[src/rtl/aes_gf_pkg.sv]
// aes_gf_pkg: GF(2^8) helpers and FSM state type for the MixColumns engine
package aes_gf_pkg;
  localparam logic [7:0] AES_POLY = 8'h1b;
  typedef enum logic [1:0] {IDLE, BUSY, DONE} state_t;
  function automatic logic [7:0] xtime(input logic [7:0] b);
    return {b[6:0], 1'b0} ^ (b[7] ? AES_POLY : 8'h00);
  endfunction
  function automatic logic [7:0] gf_mul2(input logic [7:0] b);
    return xtime(b);
  endfunction
  function automatic logic [7:0] gf_mul3(input logic [7:0] b);
    return xtime(b) ^ b;
  endfunction
  function automatic logic [7:0] gf_mul9(input logic [7:0] b);
    return xtime(xtime(xtime(b))) ^ b;
  endfunction
  function automatic logic [7:0] gf_mulb(input logic [7:0] b);
    return xtime(xtime(xtime(b))) ^ xtime(b) ^ b;
  endfunction
  function automatic logic [7:0] gf_muld(input logic [7:0] b);
    return xtime(xtime(xtime(b))) ^ xtime(xtime(b)) ^ b;
  endfunction
  function automatic logic [7:0] gf_mule(input logic [7:0] b);
    return xtime(xtime(xtime(b))) ^ xtime(xtime(b)) ^ xtime(b);
  endfunction
endpackage

[src/rtl/mix_column_unit.sv]
// mix_column_unit: combinational forward/inverse MixColumns on one 32-bit column
module mix_column_unit
  import aes_gf_pkg::*;
(
  input  logic [31:0] i_col,
  input  logic        i_inv,
  output logic [31:0] o_col
);
  logic [7:0] w_a   [4];
  logic [7:0] w_fwd [4];
  logic [7:0] w_inv [4];
  // each output row is the circulant matrix row applied to the rotated column
  for (genvar r = 0; r < 4; r++) begin : g_row
    assign w_a[r]   = i_col[31-8*r -: 8];
    assign w_fwd[r] = gf_mul2(w_a[r]) ^ gf_mul3(w_a[(r+1)%4]) ^ w_a[(r+2)%4] ^ w_a[(r+3)%4];
    assign w_inv[r] = gf_mule(w_a[r]) ^ gf_mulb(w_a[(r+1)%4]) ^ gf_muld(w_a[(r+2)%4]) ^ gf_mul9(w_a[(r+3)%4]);
    assign o_col[31-8*r -: 8] = i_inv ? w_inv[r] : w_fwd[r];
  end
endmodule

[src/rtl/mix_columns_engine.sv]
// mix_columns_engine: handshaked AES (Inv)MixColumns, LANES columns per cycle
module mix_columns_engine
  import aes_gf_pkg::*;
#(
  parameter int LANES = 1
) (
  input  logic         clk,
  input  logic         rst,
  input  logic         in_valid,
  output logic         in_ready,
  input  logic [127:0] in_data,
  input  logic         in_inv,
  input  logic         in_skip,
  output logic         out_valid,
  input  logic         out_ready,
  output logic [127:0] out_data
);
  if (LANES != 1 && LANES != 2 && LANES != 4) begin : g_bad_lanes
    $error("mix_columns_engine: LANES must be 1, 2 or 4");
  end
  state_t       r_state, w_state_nxt;
  logic [127:0] r_w, w_w_nxt, w_busy_w;
  logic [1:0]   r_col, w_col_nxt;
  logic         r_inv, w_inv_nxt;
  logic         w_accept, w_last;
  logic [1:0]   w_idx      [LANES];
  logic [31:0]  w_lane_in  [LANES];
  logic [31:0]  w_lane_out [LANES];
  // column c lives at bits 127-32c, i.e. top index {~c, 5'h1f}
  for (genvar k = 0; k < LANES; k++) begin : g_lane
    assign w_idx[k]     = r_col + 2'(k);
    assign w_lane_in[k] = r_w[{~w_idx[k], 5'h1f} -: 32];
    mix_column_unit u_mcu (
      .i_col (w_lane_in[k]),
      .i_inv (r_inv),
      .o_col (w_lane_out[k])
    );
  end
  assign w_last    = w_idx[LANES-1] == 2'd3;
  assign in_ready  = !rst && (r_state == IDLE || (r_state == DONE && out_ready));
  assign w_accept  = in_valid && in_ready;
  assign out_valid = r_state == DONE;
  assign out_data  = r_w;
  // splice the transformed lanes back into the working state
  always_comb begin
    w_busy_w = r_w;
    for (int j = 0; j < LANES; j++) w_busy_w[{~w_idx[j], 5'h1f} -: 32] = w_lane_out[j];
  end
  // next state: accept has priority so DONE can hand over directly to a new transfer
  always_comb begin
    w_state_nxt = r_state;
    w_w_nxt     = r_w;
    w_col_nxt   = r_col;
    w_inv_nxt   = r_inv;
    if (w_accept) begin
      w_state_nxt = in_skip ? DONE : BUSY;
      w_w_nxt     = in_data;
      w_col_nxt   = '0;
      w_inv_nxt   = in_inv;
    end else if (r_state == BUSY) begin
      w_state_nxt = w_last ? DONE : BUSY;
      w_w_nxt     = w_busy_w;
      w_col_nxt   = r_col + 2'(LANES);
    end else if (r_state == DONE && out_ready) begin
      w_state_nxt = IDLE;
    end
  end
  // state, working register, column counter and latched mode
  always_ff @(posedge clk) begin
    if (rst) begin
      r_state <= IDLE;
      r_w     <= '0;
      r_col   <= '0;
      r_inv   <= 1'b0;
    end else begin
      r_state <= w_state_nxt;
      r_w     <= w_w_nxt;
      r_col   <= w_col_nxt;
      r_inv   <= w_inv_nxt;
    end
  end
endmodule
[config.mk]
export PLATFORM = sky130hd
export DESIGN_NAME = mix_columns_engine
export DESIGN_NICKNAME = d
export VERILOG_FILES = /design/src/rtl/aes_gf_pkg.sv /design/src/rtl/mix_column_unit.sv /design/src/rtl/mix_columns_engine.sv
export SDC_FILE = /design/constraint.sdc
export NUM_CORES = 1
export LEC_CHECK = 0
export ABC_CLOCK_PERIOD_IN_PS = 4400
export CORE_MARGIN = 10
export CORE_UTILIZATION = 35
export CTS_CLUSTER_DIAMETER = 80
export DETAILED_ROUTE_END_ITERATION = 8
export GPL_TIMING_DRIVEN = 0
export HOLD_SLACK_MARGIN = 0.02
export SYNTH_ARGS = -nofsm -noshare
export SYNTH_HDL_FRONTEND = slang
export SYNTH_SLANG_ARGS = --single-unit
[constraint.sdc]
create_clock -name clk -period 4.4 [get_ports clk]
set_input_delay 0.88 -clock clk [delete_from_list [all_inputs] [get_ports clk]]
set_output_delay 0.88 -clock clk [all_outputs]
set_load 0.02 [all_outputs]
After elaboration in Yosys (flattened, before gate mapping)

Cells that the tools add are included.

Register bits after elaboration: 133
Input port bits: 134
Output and inout bits: 130
Word-level logic and storage cells: 110

Add/subtract/negate cells: 2
Equality and inequality tests: 3
Shift-type cells: 3
Muxes and demuxes: 24
Bitwise logic cells: 65
Reduce and logical (&&, ||, !) cells: 9

Operators with widths:

| cell                                                   | number |
|---|---|
| XOR 8 bit                                              | 64 |
| two-way mux 128 bit                                    | 2 |
| variable shift 32 x 9 -> 159 bit, first input constant | 1 |
| variable part select 159 x 8 -> 32 bit                 | 1 |
| variable part select 32 x 9 -> 159 bit                 | 1 |
| bitwise mux 128 bit                                    | 1 |
| two-way mux 5 bit                                      | 12 |
| two-way mux 8 bit                                      | 4 |
| two-way mux 2 bit                                      | 5 |
| negation 7 -> 9 bit                                    | 1 |
| == test 2 bit, second input constant                   | 2 |
| logical AND 1 bit                                      | 3 |
| nonzero test 3 bit                                     | 1 |
| adder 2 x 1 -> 2 bit, second input constant            | 1 |
| == test 2 x 1 -> 1 bit, second input constant          | 1 |
| zero test 2 bit                                        | 1 |
| NOT 2 bit                                              | 1 |
| nonzero test 2 bit                                     | 1 |
| OR reduction 2 bit                                     | 1 |
| zero test 1 bit                                        | 1 |
| logical OR 1 bit                                       | 1 |

Longest topological paths before layout

Gate-level depths: netlist of the first run.

Word-level depth: 18
Mapped depth: 12
Depth with buffers taken out: 8

Cells and area by module

A second synthesis of the first run with hierarchy kept.

Cell total of the unflattened synthesis: 868
Area total of the unflattened synthesis: 8,418.1 µm²

Modules (own cells, without submodules):

| module             | times used | cells each | area an instance (µm²) | seq. area each (µm²) |
|---|---|---|---|---|
| mix_columns_engine | 1          | 610        | 6,130.9                | 2,662.6 |
| mix_column_unit    | 1          | 258        | 2,287.2                | 0.0 |

Worst setup path before layout of the first run

Ideal clock, no wire load.

Path type: flip-flop to flip-flop
Start: reg r_col[0]
End: reg r_w[115] (netlist: out_data[115])
Library setup time: 0.128 ns
Data arrival time: 3.122 ns
Data required time: 4.272 ns
Setup slack: 1.150 ns
Stages on the path, launching flop included: 12
Buffers on the path: 3
Period minus slack after synthesis: 3.250 ns
Cell sequence: dfxtp_1 buf_6 buf_12 buf_12 mux4_1 xnor2_1 xnor2_1 xnor3_1 xnor2_1 mux2_2 a222oi_1 nor2_1

Cells in the longest elaborated chain, start to end: 16
Elaborated cells on any way between the ends: 88
Those cells by class: add/sub (1); shift (3); mux (19); bitwise (65)

Ends and longest elaborated chain:

| item                                                        | RTL line                                             | source |
|---|---|---|
| start, declared                                             | mix_columns_engine.sv:23                             | `logic [1:0] r_col, w_col_nxt;` |
| start signal, assigned                                      | mix_columns_engine.sv:78                             | `r_col <= w_col_nxt;` |
| NOT 2 bit (*)                                               | mix_columns_engine.sv:32, mix_columns_engine.sv:47   |  |
| variable part select 159 x 8 -> 32 bit                      | mix_columns_engine.sv:32                             | `assign w_lane_in[k] = r_w[{~w_idx[k], 5'h1f} -: 32];` |
| XOR 8 bit or two-way mux 5 bit (tied branches) (2 in a row) | aes_gf_pkg.sv:6                                      | `return {b[6:0], 1'b0} ^ (b[7] ? AES_POLY : 8'h00);` |
| two-way mux 5 bit or XOR 8 bit (tied branches)              | aes_gf_pkg.sv:6                                      |  |
| XOR 8 bit                                                   | aes_gf_pkg.sv:6                                      |  |
| XOR 8 bit, on equally long branches                         | aes_gf_pkg.sv:21, aes_gf_pkg.sv:24, aes_gf_pkg.sv:18 |  |
| XOR 8 bit, on equally long branches                         | aes_gf_pkg.sv:24, aes_gf_pkg.sv:18                   |  |
| XOR 8 bit (3 in a row)                                      | mix_column_unit.sv:16                                | `assign w_inv[r] = gf_mule(w_a[r]) ^ gf_mulb(w_a[(r+1)%4]) ^ gf_muld(w_a[(r+2)%4]) ^ gf_mul9(w_a[(r+3)%4]);` |
| two-way mux 8 bit                                           | mix_column_unit.sv:17                                | `assign o_col[31-8*r -: 8] = i_inv ? w_inv[r] : w_fwd[r];` |
| variable part select 32 x 9 -> 159 bit                      | mix_columns_engine.sv:47                             | `for (int j = 0; j < LANES; j++) w_busy_w[{~w_idx[j], 5'h1f} -: 32] = w_lane_out[j];` |
| bitwise mux 128 bit (*)                                     | mix_columns_engine.sv:47                             |  |
| two-way mux 128 bit (*)                                     | mix_columns_engine.sv:60                             | `end else if (r_state == BUSY) begin` |
| two-way mux 128 bit (*)                                     | mix_columns_engine.sv:55                             | `if (w_accept) begin` |
| end signal, assigned                                        | mix_columns_engine.sv:77                             | `r_w <= w_w_nxt;` |
| end, declared                                               | mix_columns_engine.sv:22                             | `logic [127:0] r_w, w_w_nxt, w_busy_w;` |

Mark *: on every way between the ends. The rest lies on a longest branch, timed or not. The select of a mux whose other input is x is not followed.
A chain may end at the register's enable or synchronous reset.

Worst setup path in the final report of the first run

Start: reg r_col[1]
End: reg r_w[3] (netlist: out_data[3])

Same word-level chain as after synthesis.

==> results_dict.tcl, run 1 <==
set metrics [dict create \
    ys_async_sr_fraction 0 \
    status "complete, no violations" \
    cts_buffer_depth 2 \
    relSlewSlack 0.339 \
    grt_pass1_wl_um 59700 \
    yosysWarningCount 0 \
    cp.required_ps 4750 \
    start_util 0.355 \
    grt_pass1_vias 8672 \
    core_area_um2 24200 \
    dieHeight_um 177 \
    vias 8675 \
    yosysSeqAreaShare 0.309 \
    clock_sinks 133 \
    die_w_um 177 \
    fmax_ghz 0.235 \
    placed_area_um2 11600 \
    hold_depth 2 \
    cp.depth 11 \
    cts_max_level 4 \
    root_buffer "clkbuf_16" \
    skew_ps 12.6 \
    p_per_area_nw_per_um2 562 \
    numCtsBuffers 17 \
    finalWirelength_um 41600 \
    antenna_found_initial 3 \
    synth-edff-count 0 \
    routedWlPerCell_um 29.1 \
    r2r_start "r_col[1]" \
    post-route-util 0.504 \
    p_sw_uw 2900 \
    startpoint_type "flop" \
    area_delta_synth_final_pct 42.2 \
    finalHoldViolations 0 \
    grt_start_max_net_pins 17 \
    dp_hpwl_um 31500 \
    p_clk_frac 0.210 \
    hold_buffers 0 \
    place_inst 1394 \
    cp_slowest_cell "a21oi_1" \
    drive_above_1_share 0.0935 \
    ant_nets 0 \
    finalWeightedCongestion 0.945 \
    critical-path-top-delay-family "XOR/XNOR gates" \
    path_cells "buf_2 > buf_2 > mux4_1 > clkbuf_1 > xnor2_2 > xor2_1 > xnor3_1 > xnor2_1 > a21oi_1 > a221oi_1 > nor3_1" \
    max-cap-violations 0 \
    tightest_slew_ps 992 \
    setup_violations 0 \
    cp-end-kind "flop" \
    tns_ps 0 \
    final_common_cell "clkdlybuf4s50_1" \
    groute.usage.overall 0.257 \
    ir_drop_uv 326 \
    crit_top_cell "buf_2" \
    design_area_um2 12200 \
    hp-class "reg2reg" \
    netlist_area_um2 8600 \
    crit_type "reg2reg" \
    ff2ff_path_depth 11 \
    p_leak_uw 0.00447 \
    p_seq_frac 0.203 \
    setup.worst_path.start "r_col[1]" \
    holdCritStartpoint "out_data[8]" \
    slowest_delay_ps 590 \
    post_cts_resized 0 \
    synthCells 807 \
    maxSlewViolCount 0 \
    crit_fanout 10 \
    drc_errors 0 \
    port_buffers 263 \
    fin_cells 1427 \
    drtPass1Iterations 9 \
    die-area_um2 31300 \
    clk_latency_ps 430 \
    pwr-share-comb 0.587 \
    clk_pin_slew_ps 70 \
    synth_seq_cells 133 \
    period_minus_slack_ps 4260 \
    rows 57 \
    synth.distinct_cells 45 \
    synth_flop_cell "dfxtp_1" \
    post_cts.repair.setup_buffers 0 \
    switching_share 0.421 \
    nNetsFinal 1227 \
    synth_fp_nets 945 \
    first_iter_violations 1637 \
    grt_remaining_overflow 0 \
    finalCritPeriodShare 0.968 \
    internal_power_uw 3980 \
    critPathBufInv 3 \
    cp_data_arrival_time_ps 4610 \
    cts_tree "done" \
    avgViaCountPerCell 6.08 \
    io_pins 264 \
    syn_avg_cell_area_um2 10.7 \
    layout_common_cells "clkdlybuf4s50_1 (263), dfxtp_1 (133), nor2_1 (127)" \
]
==> power groups by stage <==
stage          Clock [µW]  Combinational (µW)  Sequential [µW]
3_3_place_gp            0                3930             1420
2_1_floorplan           0                2660             1510
4_1_cts              1440                3960             1390
6_report             1440                4030             1400
3_5_place_dp            0                3930             1420
5_1_grt              1490                4210             1410
==> through the flow <==
| stage | hold WS [ps] | total power (µW) | worst slack (ps) |
|---|---|---|---|
| 6_report | 510 | 6880 | 141 |
| 5_1_grt | 530 | 7120 | -2.64 |
| 4_1_cts | 507 | 6790 | 93.9 |
| 3_5_place_dp | 495 | 5350 | 119 |
| 3_3_place_gp | 490 | 5340 | 112 |
| 2_1_floorplan | 522 | 4170 | 1150 |
==> worst paths after layout <==
check	slack, ps	endpoint
max	140	out_data[3]
min	510	out_data[8]
max reg2reg	140	out_data[3]
min reg2reg	510	out_data[8]
==> kinds of logic (layout without fill, tap and decap cells) <==
group,after synthesis,count (layout),synth area share
flip-flops,133,133,0.309
AO/OA/AOI/OAI,156,156,0.161
multiplexers,37,37,0.0941
buffers and inverters,85,380,0.0538
adder cells (fa/ha/maj),4,4,0.00582
other,0,1,0
XOR/XNOR,200,200,0.281
AND/OR/NAND/NOR,192,192,0.0948
==> synthesized netlist by cell type (all sizes together), types with 16 or more instances <==
cell | count | area [µm²]
a21oi | 16 | 87.6
a221oi | 26 | 228
a222oi | 90 | 901
buf | 25 | 223
clkbuf | 55 | 210
dfxtp | 133 | 2660
mux4 | 32 | 754
nor2 | 127 | 477
nor3 | 30 | 150
xnor2 | 133 | 1320
xnor3 | 30 | 676
xor2 | 31 | 279
==> layer usage <==
metal / GRT usage / routed length [µm]
met1: 0.325 / 15900
met2: 0.424 / 20000
met3: 0.0723 / 4810
met4: 0.0651 / 850
met5: 0 / 27
==> worst reg2reg max path: cells and delay by family (launching register included) <==
kind | cells | cell delay (ps)
xor+xnor | 4 | 1260
buf+inv | 3 | 1150
compound gates | 2 | 790
mux | 1 | 390
flops | 1 | 360
simple gates | 1 | 220
==> cell type report <==
cell class / count / area, µm²
clock inverter: 14 / 140
buffer: 82 / 452
fill: 2216 / 12000
clock buffer: 18 / 439
timing repair buffer: 263 / 2630
sequential: 133 / 2660
inverter: 3 / 11.3
multi-input combinational: 589 / 5490
tap: 324 / 405
antenna: 1 / 2.50
==> state kept, by name, indices dropped and copies added (netlist names) <==
| register | count |
|---|---|
| out_data | 128 |
| r_col | 2 |
| r_inv | 1 |
| r_state | 2 |
No activity file was read; power rests on OpenSTA's default activity.
==> run 2: changes to the inputs <==
--- a/config.mk
+++ b/config.mk
@@ -6,7 +6,6 @@
 export NUM_CORES = 1
 export LEC_CHECK = 0
 export ABC_CLOCK_PERIOD_IN_PS = 4400
-export CORE_MARGIN = 10
 export CORE_UTILIZATION = 35
 export CTS_CLUSTER_DIAMETER = 80
 export DETAILED_ROUTE_END_ITERATION = 8
==> run 2 against run 1 <==
  * The run now ends with DRC left
  * Combinational power about the same
  * Critical path depth unchanged
  * Cell area increased by 0.38%
  * Worst setup slack improved by 55 ps
  * Die area decreased by 19%
  * Register-to-register slack improved by 50 ps
  * Clock skew increased by 2.3 ps
  * Global-route usage increased by 4.6 points
  * Sequential share of layout area decreased by 0.082 points
  * Highest routed layer is now met4
==> results_dict.tcl, run 2 (synthesis gave the netlist of run 1 again) <==
set metrics [dict create \
    status "finished with violations" \
    violations "DRC" \
    core_area_um2 24200 \
    design_area_um2 12300 \
    p_seq_frac 0.201 \
    grt_remaining_overflow 0 \
    period_minus_slack_ps 4200 \
    port_buffers 263 \
    cp-end-kind "flop" \
    fmax_ghz 0.238 \
    clock_sinks 133 \
    cp.required_ps 4770 \
    final_common_cell "clkdlybuf4s50_1" \
    tns_ps 0 \
    dp_hpwl_um 29000 \
    pwr-share-comb 0.576 \
    largest_reg_flops 128 \
    crit_type "reg2reg" \
    hold_ws_ps 510 \
    dieHeight_um 159 \
    hold_buffers 0 \
    drtPass1Iterations 9 \
    grt_pass1_vias 8352 \
    antenna_found_initial 1 \
    vias 8570 \
    rows 57 \
    hp-class "reg2reg" \
    finalWeightedCongestion 0.933 \
    switching_share 0.409 \
    drive_above_1_share 0.0917 \
    tightest_slew_ps 1020 \
    ant_nets 0 \
    place_inst 1394 \
    clk_latency_ps 440 \
    fin_cells 1426 \
    p_per_area_nw_per_um2 568 \
    cts_tree "done" \
    numCtsBuffers 17 \
    path_cells "buf_2 > buf_2 > mux4_1 > clkbuf_1 > xor3_1 > xnor3_1 > xnor3_1 > nand2_1 > xnor2_1 > a222oi_1 > nor2_1" \
    slowest_delay_ps 570 \
    finalHoldViolations 0 \
    area_delta_synth_final_pct 42.7 \
    groute.usage.overall 0.303 \
    ir_drop_uv 309 \
    layout_common_cells "clkdlybuf4s50_1 (263), dfxtp_1 (133), nor2_1 (127)" \
    placed_area_um2 11600 \
    relSlewSlack 0.319 \
    start_util 0.355 \
    p_leak_uw 0.00449 \
    setup_violations 0 \
    root_buffer "clkbuf_16" \
    cp_slowest_cell "xor3_1" \
    drc_errors 2 \
    finalWirelength_um 39200 \
    pre_cts_ws_ps 179 \
    clk_pin_slew_ps 70 \
    first_iter_violations 1601 \
    max-cap-violations 0 \
    grt_start_max_net_pins 17 \
    worst_slack_ps 195 \
    post_cts_resized 0 \
    skew_ps 14.9 \
    maxSlewViolCount 0 \
    p_sw_uw 2850 \
    cp_data_arrival_time_ps 4570 \
    avgViaCountPerCell 6.01 \
    critPathBufInv 3 \
    die-area_um2 25200 \
    grt_pass1_wl_um 55900 \
    startpoint_type "flop" \
    io_pins 264 \
    critical-path-top-delay-family "XOR/XNOR gates" \
    cts_max_level 4 \
    nNetsFinal 1227 \
    internal_power_uw 4130 \
    crit_fanout 10 \
    p_clk_frac 0.224 \
    die_w_um 159 \
    cts_buffer_depth 2 \
    finalCritPeriodShare 0.956 \
    post_cts.repair.setup_buffers 0 \
    rsz0062_at_grt "no" \
    routedWlPerCell_um 27.5 \
]
[run 2: final timing paths]
path	startpoint	endpoint	slack, ps	cells after the start
max	r_col[1]	out_data[37]	200	11
min	out_data[8]	out_data[8]	510	2
max reg2reg	r_col[1]	out_data[37]	200	11
min reg2reg	out_data[8]	out_data[8]	510	2
[run 2: layout make-up]
type                    count  area [µm²]
multi-input cells         589        5490
flip-flops and latches    133        2660
clock inverters            13         196
inverters                   3        11.3
clock buffers              18         429
fillers                  2265       12000
well taps                 324         405
plain buffers              82         452
diodes                      1        2.50
repair buffers            263        2630
[run 2: per-layer routing]
| layer | vias up | routed length, µm | track usage |
|---|---|---|---|
| li1 | 3637 | - | - |
| met5 | - | 0 | 0 |
| met2 | 681 | 17900 | 0.476 |
| met4 | 0 | 1520 | 0.132 |
| met1 | 4158 | 15100 | 0.392 |
| met3 | 94 | 4650 | 0.0768 |
[run 2: power groups by stage]
stage | registers [µW] | clock network, µW | logic (µW)
2_1_floorplan | 1510 | 0 | 2660
3_3_place_gp | 1420 | 0 | 3910
3_5_place_dp | 1420 | 0 | 3910
4_1_cts | 1400 | 1560 | 3940
5_1_grt | 1410 | 1610 | 4170
6_report | 1400 | 1560 | 4020
[run 2: tightest hold or removal path, stage by stage (launching register included)]
cell and delay (ps):
dfxtp_1 320, nor2_1 100, nor3_1 50
[run 2: per-stage QoR]
step | power, µW | utilization
after floorplan | 4170 | -
after global placement | 5330 | 0.480
after detailed placement | 5330 | 0.480
after CTS | 6900 | 0.506
after global routing | 7190 | 0.506
final | 6980 | 0.506
==> run 3: changes to the inputs <==
--- a/config.mk
+++ b/config.mk
@@ -11,6 +11,7 @@
 export DETAILED_ROUTE_END_ITERATION = 8
 export GPL_TIMING_DRIVEN = 0
 export HOLD_SLACK_MARGIN = 0.02
+export SKIP_CTS_REPAIR_TIMING = 1
 export SYNTH_ARGS = -nofsm -noshare
 export SYNTH_HDL_FRONTEND = slang
 export SYNTH_SLANG_ARGS = --single-unit
==> results of run 3 <==
No change in the layout: final DEF, timing and power equal those of run 2.
